### config.mk
export PLATFORM = sky130hd
export DESIGN_NAME = core_task_frontend
export DESIGN_NICKNAME = d
export VERILOG_FILES = /design/src/rtl/core_task_frontend_pkg.sv /design/src/rtl/core_frame_buffer.sv /design/src/rtl/core_task_frontend.sv
export SDC_FILE = /design/constraint.sdc
export NUM_CORES = 1
export LEC_CHECK = 0
export CORE_MARGIN = 1
export CORE_UTILIZATION = 40
export DETAILED_ROUTE_END_ITERATION = 10
export PLACE_DENSITY = 0.62
export SYNTH_ARGS = -nofsm -noshare
export SYNTH_HDL_FRONTEND = slang
export SYNTH_SLANG_ARGS = --single-unit
### constraint.sdc
create_clock -name clk -period 39.3 [get_ports clk]
set_input_delay 7.86 -clock clk [delete_from_list [all_inputs] [get_ports clk]]
set_output_delay 7.86 -clock clk [all_outputs]
set_load 0.01 [all_outputs]
### src/rtl/core_task_frontend_pkg.sv
// Shared definitions for the per-core task frontend.
//   - Default geometry of the scheduler buses and the instruction frame.
//   - FSM state encoding.
//   - Helper that locates a core's R0 slice on the packed R0-init bus.
package core_task_frontend_pkg;

    localparam int NUM_OF_CORES   = 4;   // cores on the scheduler buses
    localparam int INSN_LOAD_TIME = 4;   // bus words per frame, power of 2
    localparam int INSN_WIDTH     = 16;  // instruction width
    localparam int INSNS_PER_WORD = 4;   // instructions per bus word, power of 2
    localparam int REG_WIDTH      = 8;   // R0 width
    localparam int PC_WIDTH       = 5;   // fetch pc width

    typedef enum logic {
        ST_IDLE = 1'b0,   // waiting for a start, ready to the scheduler
        ST_RUN  = 1'b1    // pipeline executing the active frame
    } fe_state_t;

    // LSB of core_idx's R0 value on the packed init bus.
    function automatic int r0_slice_lsb(input int core_idx, input int reg_w);
        return core_idx * reg_w;
    endfunction

endpackage

### src/rtl/core_frame_buffer.sv
// Instruction frame storage for one core.
//   Snoops the broadcast frame bus into a shadow copy and, on commit, copies
//   the shadow into the active copy the pipeline fetches from.
// Ports:
//   clk, reset     clock, synchronous active-high reset
//   insn_load_cnt  scheduler load counter (word index of the NEXT cycle's data)
//   insn_data      broadcast frame word
//   commit         copy shadow -> active this edge
//   rd_pc          instruction index within the frame
//   rd_insn        addressed instruction from the active copy (0 when out of range)
//   rd_oob         rd_pc lies beyond the frame
module core_frame_buffer #(
    parameter int LOAD_TIME      = 4,
    parameter int INSN_W         = 16,
    parameter int INSNS_PER_WORD = 4,
    parameter int PC_W           = 5
) (
    input  logic                               clk,
    input  logic                               reset,
    input  logic [$clog2(LOAD_TIME)-1:0]       insn_load_cnt,
    input  logic [INSN_W*INSNS_PER_WORD-1:0]   insn_data,
    input  logic                               commit,
    input  logic [PC_W-1:0]                    rd_pc,
    output logic [INSN_W-1:0]                  rd_insn,
    output logic                               rd_oob
);

    localparam int CNT_W       = $clog2(LOAD_TIME);
    localparam int LANE_W      = $clog2(INSNS_PER_WORD);
    localparam int WORD_W      = INSN_W * INSNS_PER_WORD;
    localparam int FRAME_INSNS = LOAD_TIME * INSNS_PER_WORD;

    logic [CNT_W-1:0]  cnt_q;
    logic [WORD_W-1:0] shadow [LOAD_TIME];
    logic [WORD_W-1:0] active [LOAD_TIME];

    // Bus data lags the counter by one cycle, so the delayed counter is the
    // slot the current insn_data belongs to.
    // NOTE: sequential state is assigned with <= so every flop samples the
    // values from before the edge, independent of statement order.
    always_ff @(posedge clk) begin
        if (reset) begin
            cnt_q <= CNT_W'(LOAD_TIME - 1);
        end else begin
            cnt_q <= insn_load_cnt;
        end
    end

    // NOTE: the frame arrays are plain storage with no reset; their contents
    // are meaningless until a frame is loaded and committed, and leaving them
    // unreset lets them map onto RAM/register-file cells.
    always_ff @(posedge clk) begin
        if (!reset) begin
            shadow[cnt_q] <= insn_data;
        end
    end

    // The slot being written this very edge is taken straight from the bus,
    // otherwise a start coinciding with the last word would commit stale data.
    always_ff @(posedge clk) begin
        if (!reset && commit) begin
            for (int i = 0; i < LOAD_TIME; i++) begin
                active[i] <= (CNT_W'(i) == cnt_q) ? insn_data : shadow[i];
            end
        end
    end

    logic [CNT_W-1:0]  rd_word;
    logic [LANE_W-1:0] rd_lane;

    assign rd_word = rd_pc[LANE_W +: CNT_W];
    assign rd_lane = rd_pc[LANE_W-1:0];
    assign rd_oob  = {1'b0, rd_pc} >= (PC_W + 1)'(FRAME_INSNS);
    assign rd_insn = rd_oob ? '0 : active[rd_word][rd_lane*INSN_W +: INSN_W];

endmodule

### src/rtl/core_task_frontend.sv
// Per-core receive stage downstream of the task scheduler.
//   Keeps a shadow of the broadcast instruction frame, commits it to the
//   active buffer on this core's start pulse, captures the initial R0, serves
//   pipeline fetches and drives the ready handshake back to the scheduler.
// Ports:
//   clk, reset      clock, synchronous active-high reset
//   insn_load_cnt   scheduler load counter
//   insn_data       broadcast frame word
//   start_vec       one-cycle start pulses, bit CORE_IDX is ours
//   init_r0_vect    per-core R0-init enables (level)
//   init_r0_bus     packed per-core R0 values
//   fetch_req       pipeline fetch strobe
//   fetch_pc        instruction index within the frame
//   core_done       pipeline finished the frame (pulse)
//   ready           idle and able to accept a frame
//   core_run        pipeline enable
//   fetch_valid     fetch_insn/fetch_oob valid (one cycle after fetch_req)
//   fetch_insn      fetched instruction (0 when out of range)
//   fetch_oob       fetch_pc was beyond the frame
//   r0_load         one-cycle R0 write strobe
//   r0_value        value for R0
//   proto_err       sticky protocol-violation flag, cleared only by reset
module core_task_frontend
    import core_task_frontend_pkg::*;
#(
    parameter int CORE_IDX       = 0,
    parameter int NUM_CORES      = NUM_OF_CORES,
    parameter int LOAD_TIME      = INSN_LOAD_TIME,
    parameter int INSN_W         = INSN_WIDTH,
    parameter int INSNS_PER_WORD = core_task_frontend_pkg::INSNS_PER_WORD,
    parameter int REG_W          = REG_WIDTH,
    parameter int PC_W           = PC_WIDTH
) (
    input  logic                             clk,
    input  logic                             reset,
    input  logic [$clog2(LOAD_TIME)-1:0]     insn_load_cnt,
    input  logic [INSN_W*INSNS_PER_WORD-1:0] insn_data,
    input  logic [NUM_CORES-1:0]             start_vec,
    input  logic [NUM_CORES-1:0]             init_r0_vect,
    input  logic [NUM_CORES*REG_W-1:0]       init_r0_bus,
    input  logic                             fetch_req,
    input  logic [PC_W-1:0]                  fetch_pc,
    input  logic                             core_done,
    output logic                             ready,
    output logic                             core_run,
    output logic                             fetch_valid,
    output logic [INSN_W-1:0]                fetch_insn,
    output logic                             fetch_oob,
    output logic                             r0_load,
    output logic [REG_W-1:0]                 r0_value,
    output logic                             proto_err
);

    localparam int R0_LSB = r0_slice_lsb(CORE_IDX, REG_W);

    fe_state_t         state_q, state_d;
    logic              start_me;
    logic              accept_start;
    logic              proto_viol;
    logic              fetch_hit;
    logic [INSN_W-1:0] rd_insn;
    logic              rd_oob;

    assign start_me  = start_vec[CORE_IDX];
    assign fetch_hit = (state_q == ST_RUN) && fetch_req;

    // Other cores' slices of the shared buses are deliberately ignored.
    logic unused_bus_bits;
    assign unused_bus_bits = ^{start_vec, init_r0_vect, init_r0_bus};

    core_frame_buffer #(
        .LOAD_TIME      (LOAD_TIME),
        .INSN_W         (INSN_W),
        .INSNS_PER_WORD (INSNS_PER_WORD),
        .PC_W           (PC_W)
    ) u_frame_buffer (
        .clk           (clk),
        .reset         (reset),
        .insn_load_cnt (insn_load_cnt),
        .insn_data     (insn_data),
        .commit        (accept_start),
        .rd_pc         (fetch_pc),
        .rd_insn       (rd_insn),
        .rd_oob        (rd_oob)
    );

    // NOTE: every signal written here gets a default first, so no path
    // leaves one unassigned and no latch is inferred.
    always_comb begin
        state_d      = state_q;
        accept_start = 1'b0;
        proto_viol   = 1'b0;
        ready        = 1'b0;
        core_run     = 1'b0;
        case (state_q)
            ST_IDLE: begin
                ready = 1'b1;
                if (start_me) begin
                    accept_start = 1'b1;
                    state_d      = ST_RUN;
                end
                if (fetch_req) begin
                    proto_viol = 1'b1;
                end
            end
            ST_RUN: begin
                core_run = 1'b1;
                // A start while running is dropped, even when done arrives
                // in the same cycle: done wins.
                if (core_done) begin
                    state_d = ST_IDLE;
                end
                if (start_me) begin
                    proto_viol = 1'b1;
                end
            end
            default: begin
                state_d = ST_IDLE;
            end
        endcase
    end

    always_ff @(posedge clk) begin
        if (reset) begin
            state_q     <= ST_IDLE;
            fetch_valid <= 1'b0;
            fetch_insn  <= '0;
            fetch_oob   <= 1'b0;
            r0_load     <= 1'b0;
            r0_value    <= '0;
            proto_err   <= 1'b0;
        end else begin
            state_q     <= state_d;
            fetch_valid <= fetch_hit;
            fetch_insn  <= fetch_hit ? rd_insn : '0;
            fetch_oob   <= fetch_hit && rd_oob;
            r0_load     <= accept_start && init_r0_vect[CORE_IDX];
            if (accept_start && init_r0_vect[CORE_IDX]) begin
                r0_value <= init_r0_bus[R0_LSB +: REG_W];
            end
            if (proto_viol) begin
                proto_err <= 1'b1;
            end
        end
    end

endmodule
# After elaboration in Yosys (flattened, before gate mapping)
# Memory sizes are Yosys's and may differ from the RTL's.
# Index checks and enable logic that the tools add are counted.
# classes
order_cmp	1
eq_ne	3
shift	1
n_mux	15
bitwise_logic	2
n_reduce_logical	7
# op_table
op	n
$mux W64	4
$shiftx A64 B7 Y16	1
$mux W1	9
$ge A5 B5 Y1 const B	1
$eq A2 B2 Y1 const A	2
$logic_and A1 B1 Y1	4
$pmux W1 S2	2
$reduce_or A3 Y1	1
$eq A1 B2 Y1 const A	1
$logic_not A2 Y1	1
$not A1 Y1	2
$logic_not A1 Y1	1
# word_totals
regBits	31
mem_bits_rw	512
in_bits	115
out_inout_bits	30
n_memories	2
# memory_table
name	words	word_bits	rd	rd_clocked_by_memory_dff	write_ports	line	text
u_frame_buffer.active	4	64	1	0	4	core_frame_buffer.sv:35	logic [WORD_W-1:0] active [LOAD_TIME];
u_frame_buffer.shadow	4	64	4	0	1	core_frame_buffer.sv:34	logic [WORD_W-1:0] shadow [LOAD_TIME];

# Longest topological paths before layout
# Gate-level depths: netlist (run 1).
# logic_depth
depth_word	5
mapped_depth	7
ltp_nobuf	3

# Modules after synthesis
# Synthesis (run 1) repeated with hierarchy kept, for this count alone.
# hier_totals
cells_unflattened	1154
hier_area_um2	21745.9
# by_module_without_submodules
mod	instances	cells_per_inst	area_each_um2	seq_area_each_um2
core_frame_buffer	1	1069	20771.2	15414.8
core_task_frontend	1	85	974.7	580.6

# Least setup slack after synthesis (run 1)
# No wires, ideal clock.
# synth_timing
path_type	input to register
startpoint	input port reset
endpoint	register r0_load
setup_ns	0.165
arrival_time_ns	27.619
slack_ns	11.516
path_stages	3
cell_sequence	buf_2 -> nor3b_1 -> and2_1
# synth_rtl
item	line	text
start, declared	core_task_frontend.sv:35	input logic reset,
end signal, assigned	core_task_frontend.sv:137	r0_load <= accept_start && init_r0_vect[CORE_IDX];
end, declared	core_task_frontend.sv:49	output logic r0_load,

# Worst setup path in the final report (run 1)
# layout_timing
startpoint	input port reset
endpoint	memory u_frame_buffer.shadow[0][39] (netlist name) (enable)
# layout_via
elab_chain_cells	1
# layout_rtl
item	line	text
$mux W1 (not written as such)	core_frame_buffer.sv:54	shadow[cnt_q] <= insn_data;
end, declared	core_frame_buffer.sv:34	
# No other way between the ends.

==> impl_metrics.py, run 1 <==
metrics = {
    "global_routing": {
        "grt_pass1_wl_um": 65300,
        "grt_max_degree": 187,
        "gr-total-overflow": 0,
        "grt_pass1_vias": 10400,
        "antenna_found_initial": 5,
        "grt.total_usage_pct": 16.2,
    },
    "sta": {
        "setup-violations-final": 0,
        "fin_setup_tns_ps": 0,
        "post-route-period-util_pct": 27.0,
        "relSlewSlack_pct": 17.5,
        "hold_violations": 0,
        "tightest_slew_ps": 1230,
        "fmax_ghz": 0.0942,
        "grt_setup_unrepaired": "no",
        "maxSlewViolCount": 0,
        "final.setup_skew_ps": 13.5,
        "period_minus_slack_ps": 10610,
        "whs_ps": 495,
    },
    "final_layout": {
        "fin_nets": 1272,
        "nFillCells": 4343,
        "drive_gt1_share_pct": 36.5,
        "area_growth_pct": 17.3,
        "instances_no_fill": 1890,
    },
    "pwr": {
        "p_per_area_mw_per_mm2": 50.5,
        "leakagePower_uw": 0.00822,
        "power_uw": 1270,
        "ir_drop_mv": 0.0340,
    },
    "clocking": {
        "cts.sinks": 543,
        "cts_made_buffers": 55,
        "clk_latency_ps": 590,
        "cts-root-buf": "clkbuf_16",
        "clk_pin_slew_ps": 60,
        "cts_tree": "done",
        "cts_resized": 0,
        "htree_num_levels": 2,
        "hold_buffers": 0,
        "clock_path_buffers": 3,
        "post_cts_buffers": 0,
    },
    "worst_setup_path": {
        "required_ps": 39510,
        "start_kind": "input pin",
        "endpoint_kind": "flop",
        "path_max_fanout": 53,
        "path_class": "in2reg",
        "crit_arrival_ps": 10820,
    },
    "route": {
        "drt-total-wl_um": 43400,
        "vias": 9930,
        "first_pass_iters": 7,
        "ant_nets": 0,
        "routedWlPerCell_um": 22.9,
        "drt_iter0_markers": 806,
        "drc": 28,
        "via_per_inst": 5.25,
    },
    "logic_synthesis": {
        "ys_seq_area_share_pct": 74.7,
        "yosys-top-cells-area": "edfxtp_1 72%, mux2_2 13%, mux4_2 6.7%",
        "synth_top_family_by_area": "multiplexers",
        "yosysWarnings": 0,
        "synthCells": 1022,
        "synth_fp_nets": 1137,
        "synth.avg_cell_area_um2": 20.9,
        "synth_xor_area_share_pct": 0,
        "yosys.area.top_type_share_pct": 71.8,
        "synth.most_common_cell": "edfxtp_1",
        "async_reset_ff_share_pct": 0,
        "yosys.area_share.simple_pct": 1.18,
        "synth_cell_types": 27,
        "synthAdderAreaFrac_pct": 0,
        "ys_top_cells_by_count": "512 x edfxtp_1, 256 x mux2_2, 64 x mux4_2",
        "netlist_area_mm2": 0.0214,
        "synth_seq_cells": 543,
        "synthFlopType": "edfxtp_1",
        "synth.area.mux_share_pct": 21.3,
        "synth-compound-area-share_pct": 0.930,
        "synth_edf_count": 512,
        "synth_area_leader_cell": "edfxtp_1",
    },
    "job": {
        "cap_violations": 0,
    },
    "placed_design": {
        "dp.cells": 1788,
        "place_congestion": 0.688,
        "place_hpwl_um": 22500,
        "io_buffers": 114,
    },
    "die": {
        "die_y_um": 233,
        "rows": 84,
        "core_mm2": 0.0528,
        "die-area_mm2": 0.0544,
        "fp.dieW_um": 233,
        "ios": 145,
        "initial_core_util_pct": 40.6,
    },
    "outcome": {
        "status": "finished, violations left",
        "violations": "DRC",
    },
    "min_path": {
        "hp-class": "reg2reg",
    },
}
## where the power goes
part	leakage, uW	internal (uW)	switching, uW	total [uW]
Sequential	0.00498	657	5.00	662
Combinational	0.00234	36.0	41.7	77.6
Clock	0.000899	316	211	527
## critical path, stage by stage
cell and delay, ps:
clkdlybuf4s50_1 860, nor3_2 1130, buf_4 900
## placed cells by master (no fill, tap or decap), drive strengths merged, types with 3 or more instances in the layout
master	n
edfxtp	512
mux2	256
clkdlybuf4s50	111
clkbuf	77
mux4	64
dfxtp	31
mux2i	24
buf	20
inv	17
nand3	17
o221ai	16
clkinv	16
nor2	15
bufinv	6
diode	3
and2	3
nand2b	3
## registers in the layout (all words and copies together) (netlist names), 2 cells and up
register,count
u_frame_buffer.active,256
u_frame_buffer.shadow,256
fetch_insn,16
r0_value,8
u_frame_buffer.cnt_q,2
## final timing paths
path	start	end	slack (ps)	cells past startpoint
worst min-delay path	r0_value[3]	r0_value[3]	490	2
worst max-delay path	reset	u_frame_buffer.shadow[0][39]	28690	3
worst max register to register	u_frame_buffer.cnt_q[0]	u_frame_buffer.shadow[1][11]	36440	3
worst min register to register	r0_value[3]	r0_value[3]	490	2
## logic make-up (layout without fill, tap and decap cells)
group | count (synthesis) | count (layout)
compound gates | 18 | 18
buf+inv | 70 | 247
flops | 543 | 543
mux | 344 | 344
other cells | 0 | 3
simple gates | 47 | 47
## cell type report
class / count / area, um^2 / share of cell area (%)
inverter: 17 / 63.8 / 0.254
clock inverter: 22 / 255 / 1.02
clock buffer: 77 / 1570 / 6.26
sequential: 543 / 16000 / 63.7
timing repair buffer: 131 / 1270 / 5.05
tap: 688 / 861 / 3.43
antenna: 3 / 7.51 / 0.0299
multi-input combinational: 409 / 5080 / 20.2
## routing by layer
layer  vias to the layer above  routed length (um)  track usage, %
met2                       238               21100            26.4
met1                      5183               18900            22.0
met4                         8                 975            5.13
li1                       4433                   -               -
met5                         -                  53               0
met3                        68                2290            3.14
## per-stage QoR
step	instance area [um^2]	setup slack (ps)	utilization, %
3_5_place_dp	23300	28020	44.1
2_1_floorplan	21400	11520	-
4_1_cts	25100	28600	47.6
5_1_grt	25100	28440	47.6
6_report	25100	28690	47.6
3_3_place_gp	23300	28050	44.1
No activity file was read; power rests on OpenSTA's default activity.
==> inputs of run 2 (changes only) <==
==> constraint.sdc (replaced) <==
create_clock -name clk -period 10.4 [get_ports clk]
set_input_delay 2.08 -clock clk [delete_from_list [all_inputs] [get_ports clk]]
set_output_delay 2.08 -clock clk [all_outputs]
set_load 0.01 [all_outputs]
==> run 2 against run 1 <==
Compared with the run above: the flow still finishes with violations (DRC); setup slack lost 23000 ps; design area is 0.30% lower; wire length decreased by 2.7%; core utilization fell by 0.14 points; die area is the same; register-to-register slack got worse by 29000 ps; critical path type unchanged; highest routed layer unchanged.
==> impl_metrics.py, run 2 (synthesis results as in run 1) <==
metrics = {
    "worst_setup_path": {
        "required_ps": 10600,
        "crit_arrival_ps": 4490,
        "path_class": "in2reg",
        "endpoint_kind": "flop",
        "start_kind": "input pin",
        "path_max_fanout": 76,
    },
    "global_routing": {
        "grt_pass1_vias": 10400,
        "antenna_found_initial": 2,
        "grt_max_degree": 166,
        "grt.total_usage_pct": 15.9,
        "gr-total-overflow": 0,
        "grt_pass1_wl_um": 64400,
    },
    "clocking": {
        "post_cts_buffers": 0,
        "cts_tree": "done",
        "htree_num_levels": 2,
        "cts_resized": 0,
        "clk_latency_ps": 580,
        "clk_pin_slew_ps": 60,
        "cts-root-buf": "clkbuf_16",
        "clock_path_buffers": 3,
        "cts_made_buffers": 54,
        "hold_buffers": 0,
        "cts.sinks": 543,
    },
    "final_layout": {
        "fin_nets": 1272,
        "area_growth_pct": 16.9,
        "top_regs": "u_frame_buffer.active (256), u_frame_buffer.shadow (256), fetch_insn (16)",
        "layout_commonest_cell": "edfxtp_1",
        "stdcell_area_mm2": 0.0250,
        "drive_gt1_share_pct": 36.3,
        "instances_no_fill": 1891,
        "mostFrequentLayoutCells": "512 x edfxtp_1, 256 x mux2_2, 111 x clkdlybuf4s50_1",
        "nFillCells": 4408,
    },
    "die": {
        "rows": 84,
        "core_mm2": 0.0528,
        "die-area_mm2": 0.0544,
        "initial_core_util_pct": 40.6,
        "fp.dieW_um": 233,
        "ios": 145,
        "die_y_um": 233,
    },
    "sta": {
        "period_minus_slack_ps": 4300,
        "final.setup_skew_ps": 10.6,
        "relSlewSlack_pct": 25.9,
        "whs_ps": 492,
        "fin_setup_tns_ps": 0,
        "fmax_ghz": 0.233,
        "tightest_slew_ps": 1110,
        "hold_violations": 0,
        "post-route-period-util_pct": 41.3,
        "grt_setup_unrepaired": "no",
        "maxSlewViolCount": 0,
        "setup-violations-final": 0,
    },
    "pwr": {
        "p_per_area_mw_per_mm2": 187,
        "leakagePower_uw": 0.00818,
        "ir_drop_mv": 0.125,
    },
    "route": {
        "vias": 9860,
        "ant_nets": 0,
        "first_pass_iters": 9,
        "via_per_inst": 5.21,
        "drc": 16,
        "drt-total-wl_um": 42200,
        "routedWlPerCell_um": 22.3,
        "drt_iter0_markers": 732,
    },
    "min_path": {
        "hp-class": "reg2reg",
    },
    "outcome": {
        "status": "finished, violations left",
        "violations": "DRC",
    },
    "placed_design": {
        "dp.cells": 1789,
        "place_hpwl_um": 22200,
        "placed_area_mm2": 0.0233,
        "place_congestion": 0.693,
        "io_buffers": 114,
    },
    "job": {
        "cap_violations": 0,
    },
}
==> run 2: power by group <==
| group | internal, uW | switching, uW | total (uW) |
|---|---|---|---|
| clock network | 1100 | 799 | 1900 |
| registers | 2480 | 19.1 | 2500 |
| logic | 136 | 155 | 291 |
==> run 2: per-stage QoR <==
step | setup WS, ps | total power [uW] | utilization (%)
final | 6100 | 4690 | 47.4
after global routing | 5940 | 4850 | 47.4
after CTS | 6110 | 4750 | 47.4
after detailed placement | 5480 | 2850 | 44.1
after global placement | 5540 | 2840 | 44.1
after floorplan | 1230 | 2730 | -
==> run 2: final cells by class <==
cell class | count | area [um^2] | area share (%)
clock inverter | 20 | 124 | 0.495
inverter | 17 | 63.8 | 0.255
multi-input combinational | 409 | 5080 | 20.3
antenna | 1 | 2.50 | 0.0100
sequential | 543 | 16000 | 63.9
tap | 688 | 861 | 3.44
timing repair buffer | 132 | 1280 | 5.10
clock buffer | 81 | 1620 | 6.47
==> run 2: path summary, 6_finish.rpt <==
kind	from	slack, ps	end	depth (start not counted)
worst max register to register	u_frame_buffer.cnt_q[1]	7570	u_frame_buffer.shadow[3][12]	3
worst min register to register	proto_err	490	proto_err	2
worst max-delay path	reset	6100	u_frame_buffer.active[0][8]	4
worst min-delay path	proto_err	490	proto_err	2
==> run 2: routing by layer <==
metal	global-route usage, %	part of all wire, %	vias up
li1	-	-	4423
met1	21.8	45	5168
met2	25.5	48	214
met3	2.92	4.9	53
met4	4.86	2.0	2
met5	0	0.036	-
==> run 2: critical path: stages <==
cell	delay, ps
clkdlybuf4s50_1	390
buf_4	220
nor3b_4	810
buf_4	890
